<file path="src/rtl/sw_debounce_mode.sv">
// Switch front end: two-flop synchroniser, per-bit debounce with edge pulses,
// and a 2-bit display-mode register stepped by rising edges on switches 0 and 1.
module sw_debounce_mode #(
  parameter int N_SW    = 2,
  parameter int DEB_CNT = 20000,
  parameter int CNT_W   = 15
) (
  input  logic            clk,
  input  logic            rst_n,
  input  logic [N_SW-1:0] i_sw,
  output logic [N_SW-1:0] o_sw_level,
  output logic [N_SW-1:0] o_sw_rise,
  output logic [N_SW-1:0] o_sw_fall,
  output logic [1:0]      o_mode,
  output logic            o_mode_chg
);

  typedef enum logic {
    ST_STABLE   = 1'b0,
    ST_COUNTING = 1'b1
  } deb_state_e;

  localparam logic [CNT_W-1:0] CNT_LAST = CNT_W'(DEB_CNT - 1);
  localparam logic [CNT_W-1:0] CNT_ONE  = CNT_W'(1);

  logic [N_SW-1:0] sync1;
  logic [N_SW-1:0] sync2;

  // NOTE: every state register uses non-blocking assignments and the async
  // reset branch, so all flops update together and clear without a clock.
  always_ff @(posedge clk or negedge rst_n) begin
    if (!rst_n) begin
      sync1 <= '0;
      sync2 <= '0;
    end else begin
      sync1 <= i_sw;
      sync2 <= sync1;
    end
  end

  for (genvar i = 0; i < N_SW; i++) begin : g_bit
    deb_state_e       state, state_nx;
    logic [CNT_W-1:0] cnt, cnt_nx;
    logic             level, level_nx;
    logic             rise, rise_nx;
    logic             fall, fall_nx;

    // NOTE: each always_comb output gets a default before the case so no
    // path leaves it unassigned, which would infer a latch.
    always_comb begin
      state_nx = state;
      cnt_nx   = cnt;
      level_nx = level;
      rise_nx  = 1'b0;
      fall_nx  = 1'b0;
      case (state)
        ST_STABLE: begin
          if (sync2[i] != level) begin
            state_nx = ST_COUNTING;
            cnt_nx   = CNT_ONE;
          end
        end
        ST_COUNTING: begin
          if (sync2[i] == level) begin
            state_nx = ST_STABLE;
            cnt_nx   = '0;
          end else if (cnt == CNT_LAST) begin
            // DEB_CNT-th consecutive mismatch: accept the new level.
            state_nx = ST_STABLE;
            cnt_nx   = '0;
            level_nx = ~level;
            rise_nx  = ~level;
            fall_nx  = level;
          end else begin
            cnt_nx = cnt + CNT_ONE;
          end
        end
        default: begin
          state_nx = ST_STABLE;
          cnt_nx   = '0;
        end
      endcase
    end

    always_ff @(posedge clk or negedge rst_n) begin
      if (!rst_n) begin
        state <= ST_STABLE;
        cnt   <= '0;
        level <= 1'b0;
        rise  <= 1'b0;
        fall  <= 1'b0;
      end else begin
        state <= state_nx;
        cnt   <= cnt_nx;
        level <= level_nx;
        rise  <= rise_nx;
        fall  <= fall_nx;
      end
    end

    assign o_sw_level[i] = level;
    assign o_sw_rise[i]  = rise;
    assign o_sw_fall[i]  = fall;
  end

  logic [1:0] mode_nx;
  logic       mode_chg_nx;

  // Both rises in one cycle are treated as a "home" gesture.
  always_comb begin
    mode_nx     = o_mode;
    mode_chg_nx = 1'b0;
    case (o_sw_rise[1:0])
      2'b01: begin
        mode_nx     = o_mode + 2'd1;
        mode_chg_nx = 1'b1;
      end
      2'b10: begin
        mode_nx     = o_mode - 2'd1;
        mode_chg_nx = 1'b1;
      end
      2'b11: begin
        mode_nx     = 2'd0;
        mode_chg_nx = 1'b1;
      end
      default: ;
    endcase
  end

  always_ff @(posedge clk or negedge rst_n) begin
    if (!rst_n) begin
      o_mode     <= 2'd0;
      o_mode_chg <= 1'b0;
    end else begin
      o_mode     <= mode_nx;
      o_mode_chg <= mode_chg_nx;
    end
  end

endmodule
</file>
<file path="config.mk">
export PLATFORM = sky130hd
export DESIGN_NAME = sw_debounce_mode
export DESIGN_NICKNAME = d
export VERILOG_FILES = /design/src/rtl/sw_debounce_mode.sv
export SDC_FILE = /design/constraint.sdc
export NUM_CORES = 1
export LEC_CHECK = 0
export CAP_MARGIN = 40
export CORE_ASPECT_RATIO = 0.75
export CORE_MARGIN = 3
export CORE_UTILIZATION = 45
export CTS_BUF_LIST = sky130_fd_sc_hd__clkbuf_4 sky130_fd_sc_hd__clkbuf_8 sky130_fd_sc_hd__clkbuf_16
export CTS_CLUSTER_SIZE = 20
export DETAILED_ROUTE_END_ITERATION = 10
export GPL_TIMING_DRIVEN = 0
export PLACE_DENSITY_LB_ADDON = 0.1
export SKIP_LAST_GASP = 1
export SYNTH_ARGS = -nofsm -noshare
export SYNTH_HDL_FRONTEND = slang
export SYNTH_SLANG_ARGS = --single-unit
</file>
<file path="constraint.sdc">
create_clock -name clk -period 2.65 [get_ports clk]
set_input_delay 0.795 -clock clk [delete_from_list [all_inputs] [get_ports clk]]
set_output_delay 0.795 -clock clk [all_outputs]
set_load 0.05 [all_outputs]
</file>
==> reports/qor.csv <==
metric,value,unit
grt_pass1_vias,1765,
avgViaCountPerCell,6.063,
finalCritPeriodShare,92.39,%
htree_levels,2,
p_leak,1.162,nW
cts_made_buffers,5,
critPathCaptureType,output pin,
firstDrtPassIters,4,
yosys_warnings,0,
wl_met3,288,um
grt_pass1_wl,8769,um
cts_tree,yes,
cp.arrival,1.65,ns
syn_area_per_cell,10.34,um^2
synth_top_cell_by_area,dfrtp_1,
finalWorstSetupSlack,0.2017,ns
clock.fmax,408.4,MHz
gp_congestion,0.7857,
p_int,1.100,mW
worstReg2RegEnd,g_bit[0].cnt[14],
startpoint_type,flop,
path_class,reg2out,
relSlewSlack,65.33,%
cts_hold_buffers,0,
antenna_found_initial,0,
finalHoldViolations,0,
layout_common_cells,"45 x dfrtp_1, 18 x nand2_1, 14 x nor4_1, 14 x o311ai_1, 14 x o21a_1",
cp_max_fo,6,
remaining_drc_errors,0,
wirelength,5174,um
highest_layer,met4,
worstSetupStartpoint,g_bit[1].rise,
insertion_delay,0.30,ns
synthArstFlopShare,100.0,%
synthFlopType,dfrtp_1,
grt_usage,16.87,%
yosysTopAreaCellShare,45.75,%
die_area,6402,um^2
post-cts-setup-buffer-count,0,
dr.first_iter.drc_count,167,
drt-wirelength-per-cell,15.63,um
port_buffers,12,
combPwrFrac,8.3,%
synth_edf_count,0,
dp_hpwl,3616,um
die_y,70.05,um
area_delta_synth_final,14.03,%
peakVddDrop,0.2456,mV
maxSlewViolCount,0,
worst_hold_path_type,reg2reg,
required,1.86,ns
period_minus_slack,2.448,ns
drt-met1-wl,2822,um
syn_inst,238,
routed-wl-met2,2013,um
power_frac_clock,37.4,%
root_buffer,clkbuf_8,
final.setup.tns,0,ns
cts_resized,0,
grt_max_degree,28,
critPathCapture,o_sw_rise[1],
ctsLongestPathBuffers,2,
layout_commonest_cell,dfrtp_1,
finalInstanceArea,2806,um^2
seq_power_share,54.2,%
worst_slew_pin_slew,0.5200,ns
initial_core_util,48.33,%
num_vias,2007,
antenna_cells,0,
skew,0.007757,ns
finalSetupViolCount,0,
syn_area,2461,um^2
ys_ff_latch,45,
pin_count,13,
pre_cts_ws,0.4817,ns
die_x,91.40,um
drive_gt1_share,12.36,%
r2r-start,g_bit[0].cnt[0],
synthTopCellsByArea,"dfrtp_1 46%, o311ai_1 5.0%, o21a_1 4.3%",
synth_nets,244,
core_area,5092,um^2
rows,22,
maxCapViolations,0,
outcome,completed,
power_density,515.3,nW/um^2
ys_seq_area_share,45.75,%
placed_area,2686,um^2
final_core_util,55.11,%
p_total,1.446,mW
fin_nets,264,
swShare,23.91,%
rsz0062_at_grt,false,
p_sw,345.7,uW
ant_nets,0,
ff2ff_setup_slack,0.43,ns
clkTransAtPathRegs,0.08,ns
synth_cell_type_count,52,
timing.reg2reg.worst_path_depth,7,
overflow,0,
clock_sinks,45,
==> metal layers <==
layer  GRT usage [%]  vias up
met4           4.181        0
met1           26.73      968
met5               0        -
met3           4.090        5
met2           22.51       65
li1                -      969
==> Yosys cell counts, types with 2 or more instances <==
master / n
dfrtp_1: 45
nand2_1: 18
nor4_1: 14
o21a_1: 14
o311ai_1: 14
nor3b_1: 11
nor3_1: 10
and4_1: 8
nor2_1: 8
buf_4: 7
and2_1: 6
and3_1: 6
clkbuf_1: 6
nand3_1: 6
nand4_1: 5
a21o_1: 4
a22o_1: 3
buf_2: 3
nor4bb_1: 3
o21ai_0: 3
o22a_1: 3
or3_1: 3
a211oi_1: 2
a21oi_1: 2
a221o_1: 2
ha_1: 2
nor4b_1: 2
o31ai_1: 2
or2_2: 2
xor2_1: 2
==> kinds of logic after synthesis <==
| family | synth area share [%] |
|---|---|
| compound gates | 18.10 |
| simple gates | 28.27 |
| buf+inv | 4.270 |
| flops | 45.75 |
| fa+ha+maj | 1.017 |
| mux | 1.525 |
| xor+xnor | 1.068 |
==> sequential cells by signal, indices dropped and copies added (netlist names) <==
| name | cells |
|---|---|
| o_mode | 2 |
| g_bit.level | 2 |
| o_mode_chg | 1 |
| sync2 | 2 |
| g_bit.cnt | 30 |
| g_bit.fall | 2 |
| g_bit.state | 2 |
| sync1 | 2 |
| g_bit.rise | 2 |
==> critical path, cell delays in order (launching register included) <==
cell	delay, ns
dfrtp_1	0.44
buf_4	0.14
clkdlybuf4s50_1	0.78
==> power by group through the flow <==
| stage | Clock, mW | Sequential [mW] | Combinational (mW) |
|---|---|---|---|
| 3_5_place_dp | 0 | 0.793 | 0.121 |
| 4_1_cts | 0.554 | 0.780 | 0.121 |
| 3_3_place_gp | 0 | 0.794 | 0.117 |
| 5_1_grt | 0.588 | 0.790 | 0.133 |
| 6_report | 0.542 | 0.784 | 0.121 |
| 2_1_floorplan | 0 | 0.780 | 0.0830 |
==> through the flow <==
step	instances	hold slack, ns
2_1_floorplan	238	0.3312
3_3_place_gp	322	0.3339
3_5_place_dp	323	0.3466
4_1_cts	331	0.3589
5_1_grt	331	0.3612
6_report	331	0.3577
==> worst min path at each step <==
stage,from,endpoint,slack (ns),cells past startpoint
after floorplan,sync1[0],sync2[0],0.33,0
final,sync1[1],sync2[1],0.36,0
after global routing,sync1[1],sync2[1],0.36,0
after detailed placement,sync1[1],sync2[1],0.35,0
after global placement,sync1[1],sync2[1],0.33,0
after CTS,sync1[1],sync2[1],0.36,0
==> final cells by class <==
| cell class | instances | area [um^2] |
|---|---|---|
| fill | 468 | 2286 |
| multi-input combinational | 175 | 1230 |
| sequential | 45 | 1126 |
| timing repair buffer | 13 | 135.1 |
| buffer | 17 | 101.3 |
| clock buffer | 7 | 90.09 |
| tap | 72 | 90.09 |
| clock inverter | 1 | 30.03 |
| inverter | 1 | 3.754 |
No activity file was read; power rests on OpenSTA's default activity.
==> RTL change 1 (config.mk and constraints unchanged) <==
`CNT_W`: 15 -> 30.
--- a/src/rtl/sw_debounce_mode.sv
+++ b/src/rtl/sw_debounce_mode.sv
@@ -5,3 +5,3 @@
   parameter int DEB_CNT = 20000,
-  parameter int CNT_W   = 15
+  parameter int CNT_W   = 30
 ) (
Behaviour: same outputs for any inputs over 10 cycles, from zero or initial values and one cycle with rst_n low; that may be too few to reach the edited logic, so the function may still have changed.
==> RTL change 1 against the unedited design <==
- register-to-register slack worse by 330 ps
- worst setup slack worse by 100 ps
- global-route usage increased by 5.4 points
- final area rose by 68%
- total power rose by 79%
- critical path depth rose by 6
- routed wire length up 110%
- worst hold slack lost 7.4 ps
- area after synthesis is 68% higher
- sequential power is 51% higher
- sequential cell count rose by 30
- clock power up 130%
- largest power group is now the clock network
==> RTL change 1: results <==
set metrics [dict create \
    run_status "completed" \
    place_inst 567 \
    m1WireLength_mm 5.59 \
    placed_area_um2 4400 \
    dr.pass1.iters 5 \
    place_congestion 0.906 \
    synthCells 446 \
    grt_max_degree 42 \
    multiInputGateArea_um2 2040 \
    drt_wl_total_mm 10.7 \
    power.leakage_nw 2.00 \
    n_all_buffers 45 \
    finClkSkew_ps 7.93 \
    path_max_fanout 10 \
    num-multi-input-gates 332 \
    tightestPinTransition_ps 755 \
    r2r_slack_ps 100 \
    clkbuf_count 12 \
    root_buffer "clkbuf_16" \
    seq_area_frac_synth_pct 45.5 \
    ff2ff_path_depth 8 \
    viasPerCell 6.34 \
    synth_area_leaders "dfrtp_1 (45%), a31oi_1 (5.9%), a21oi_1 (5.0%)" \
    critical_path_class "flip-flop to flip-flop" \
    r2r-start "g_bit[1].cnt[6]" \
    arrival_ps 2770 \
    buf_share_pct 7.08 \
    cp_slowest_stage_delay_ps 440 \
    cts_resized 1 \
    clk_latency_ps 340 \
    cts_buffers 9 \
    drive_above_1_share_pct 10.9 \
    dp_hpwl_mm 7.39 \
    endpoint "g_bit[1].cnt[24]" \
    ys_ff_latch 75 \
    place_ws_ps -70.4 \
    vias 3695 \
    dr_wl_met3_um 783 \
    num-nonclk-inverters 9 \
    fin_util_pct 54.4 \
    grt_pass1_wl_mm 17.7 \
]
-- RTL change 1: cell types whose count changed in the layout (fill, tap and decap cells not counted), moves of 9 or more --
| cell | delta |
|---|---|
| a21oi_1 | +39 |
| a31oi_1 | +39 |
| dfrtp_1 | +30 |
| nand2_1 | +24 |
| nand3_1 | +19 |
| o21ai_0 | +17 |
| o21a_1 | -14 |
| o311ai_1 | -14 |
| a41oi_1 | +10 |
| clkbuf_16 | +9 |
| nor2_1 | +9 |
-- RTL change 1: cell families (layout without fill, tap and decap cells) --
family                   Yosys count  count (layout)  share of synthesized area [%]
flip-flops                        75              75                           45.5
buffers and inverters             39              68                           5.12
adder cells (fa/ha/maj)            2               2                          0.606
AO/OA/AOI/OAI                    143             143                           21.7
XOR/XNOR                           4               4                          0.849
AND/OR/NAND/NOR                  176             176                           24.4
multiplexers                       7               7                           1.79
-- RTL change 1: where the power goes --
part / switching, mW / internal [mW]
Combinational: 0.102 / 0.0496
Sequential: 0.0194 / 1.16
Clock: 0.468 / 0.794
==> RTL change 2 (config.mk and constraints unchanged) <==
Made on the original files. Register the output `o_sw_rise` once more, without a reset; this adds one clock of latency there. The other outputs are not delayed to match.
--- a/src/rtl/sw_debounce_mode.sv
+++ b/src/rtl/sw_debounce_mode.sv
@@ -24,2 +24,4 @@
   localparam logic [CNT_W-1:0] CNT_ONE  = CNT_W'(1);
+
+  logic [N_SW-1:0] o_sw_rise_d;
 
@@ -101,3 +103,3 @@
     assign o_sw_level[i] = level;
-    assign o_sw_rise[i]  = rise;
+    assign o_sw_rise_d[i]  = rise;
     assign o_sw_fall[i]  = fall;
@@ -112,3 +114,3 @@
     mode_chg_nx = 1'b0;
-    case (o_sw_rise[1:0])
+    case (o_sw_rise_d[1:0])
       2'b01: begin
@@ -139,2 +141,6 @@
 
+  always_ff @(posedge clk) begin
+    o_sw_rise <= o_sw_rise_d;
+  end
+
 endmodule
Behaviour: same outputs for any inputs over 10 cycles, from zero or initial values and one cycle with rst_n low; that may be too few to reach the edited logic, so the function may still have changed.
==> RTL change 2 against the unedited design <==
- routed wire length fell by 14%
- register-to-register slack got worse by 50 ps
- total power is 9.2% lower
- worst setup slack improved by 16 ps
- sequential cell count grew 2
- final area is 7.8% lower
- combinational power decreased by 19%
- count of clock-buffer cells in the layout decreased by 2
- area after synthesis down 7.4%
- largest power group unchanged
==> RTL change 2: results <==
set metrics [dict create \
    path_max_fanout 5 \
    finClkSkew_ps 12.8 \
    finalNetCount 258 \
    total_power_mw 1.31 \
    cts_hold_buf 0 \
    dr.first_iter.drc_count 147 \
    n_all_buffers 25 \
    power.leakage_nw 1.08 \
    grt_max_degree 28 \
    m1WireLength_mm 2.52 \
    cp_slowest_stage_delay_ps 780 \
    clkbuf_count 5 \
    drive_above_1_share_pct 11.1 \
    cts_setup_buffers 0 \
    ir_worst_vdd_mv 0.328 \
    max_cap_violations 0 \
    muxShareOfSynthArea_pct 2.36 \
    clkPwrFrac_pct 33.7 \
    async_reset_ff_share_pct 95.7 \
    run_status "completed" \
    seq_area_frac_synth_pct 51.2 \
    seq_area_share_pct 45.0 \
    cts_resized 0 \
    buf_share_pct 8.41 \
    synthAdderAreaFrac_pct 1.10 \
    antenna_found_initial 0 \
    fillers 438 \
    num-multi-input-gates 168 \
    dp_hpwl_mm 3.17 \
    ys_types 44 \
    clk_latency_ps 300 \
    clk_pin_slew_ps 100 \
    synth_xor_area_share_pct 1.15 \
    dr_wl_met3_um 191 \
    syn_nets 237 \
    viasPerCell 5.68 \
    tightestPinTransition_ps 504 \
    use_met1_pct 27.4 \
    min-delay-path-class "flip-flop to flip-flop" \
    multiInputGateArea_um2 1020 \
    synth_compound_area_share_pct 16.5 \
    grt_pass1_vias 1531 \
    largest_register_ffs 30 \
    grt_usage_pct 16.7 \
    use_met2_pct 21.5 \
    post_drt_wl_per_cell_um 14.3 \
    synth_area_leaders "dfrtp_1 (49%), a31oi_1 (4.9%), nand2_1 (4.6%)" \
    clock_area_share_pct 3.58 \
    place_congestion 0.799 \
    top_layer "met4" \
    seq_power_share_pct 58.8 \
    synth_common_cells "dfrtp_1 (45), nand2_1 (28), a31oi_1 (18)" \
    power.share.switching_pct 26.1 \
    ys_ff_latch 47 \
    gr-usage-met3_pct 3.66 \
    wl_met2_mm 1.69 \
    grt_pass1_wl_mm 7.68 \
    num-nonclk-inverters 5 \
    dr.pass1.iters 4 \
]
RTL change 2: cell types whose count changed in the layout (fill, tap and decap cells not counted), sizes merged, moves of 9 or more:
cell    change
a21oi       +9
o311ai     -14
a31oi      +18
nor4       -12
nand2       +9
o21a       -14
o21ai      +14
RTL change 2: path summary, 6_finish.rpt:
path,startpoint,to,slack [ps],depth (start not counted)
min,sync1[0],sync2[0],350,0
min in group asynchronous,rst_n,o_mode[0],440,1
max in group asynchronous,rst_n,g_bit[1].cnt[14],1710,2
min reg2reg,sync1[0],sync2[0],350,0
max reg2reg,g_bit[1].cnt[5],g_bit[1].cnt[7],380,6
max,g_bit[1].level,o_sw_level[1],220,2
RTL change 2: through the flow:
step,setup WS (ps),area (um^2),instances,setup TNS [ps],utilization [%]
CTS,198,2590,310,0,55.4
detailed placement,426,2500,302,0,53.4
floorplan,632,2280,231,0,-
global route,148,2590,310,0,55.4
finish,218,2590,310,0,55.4
global placement,-537,2470,300,-24030,52.8
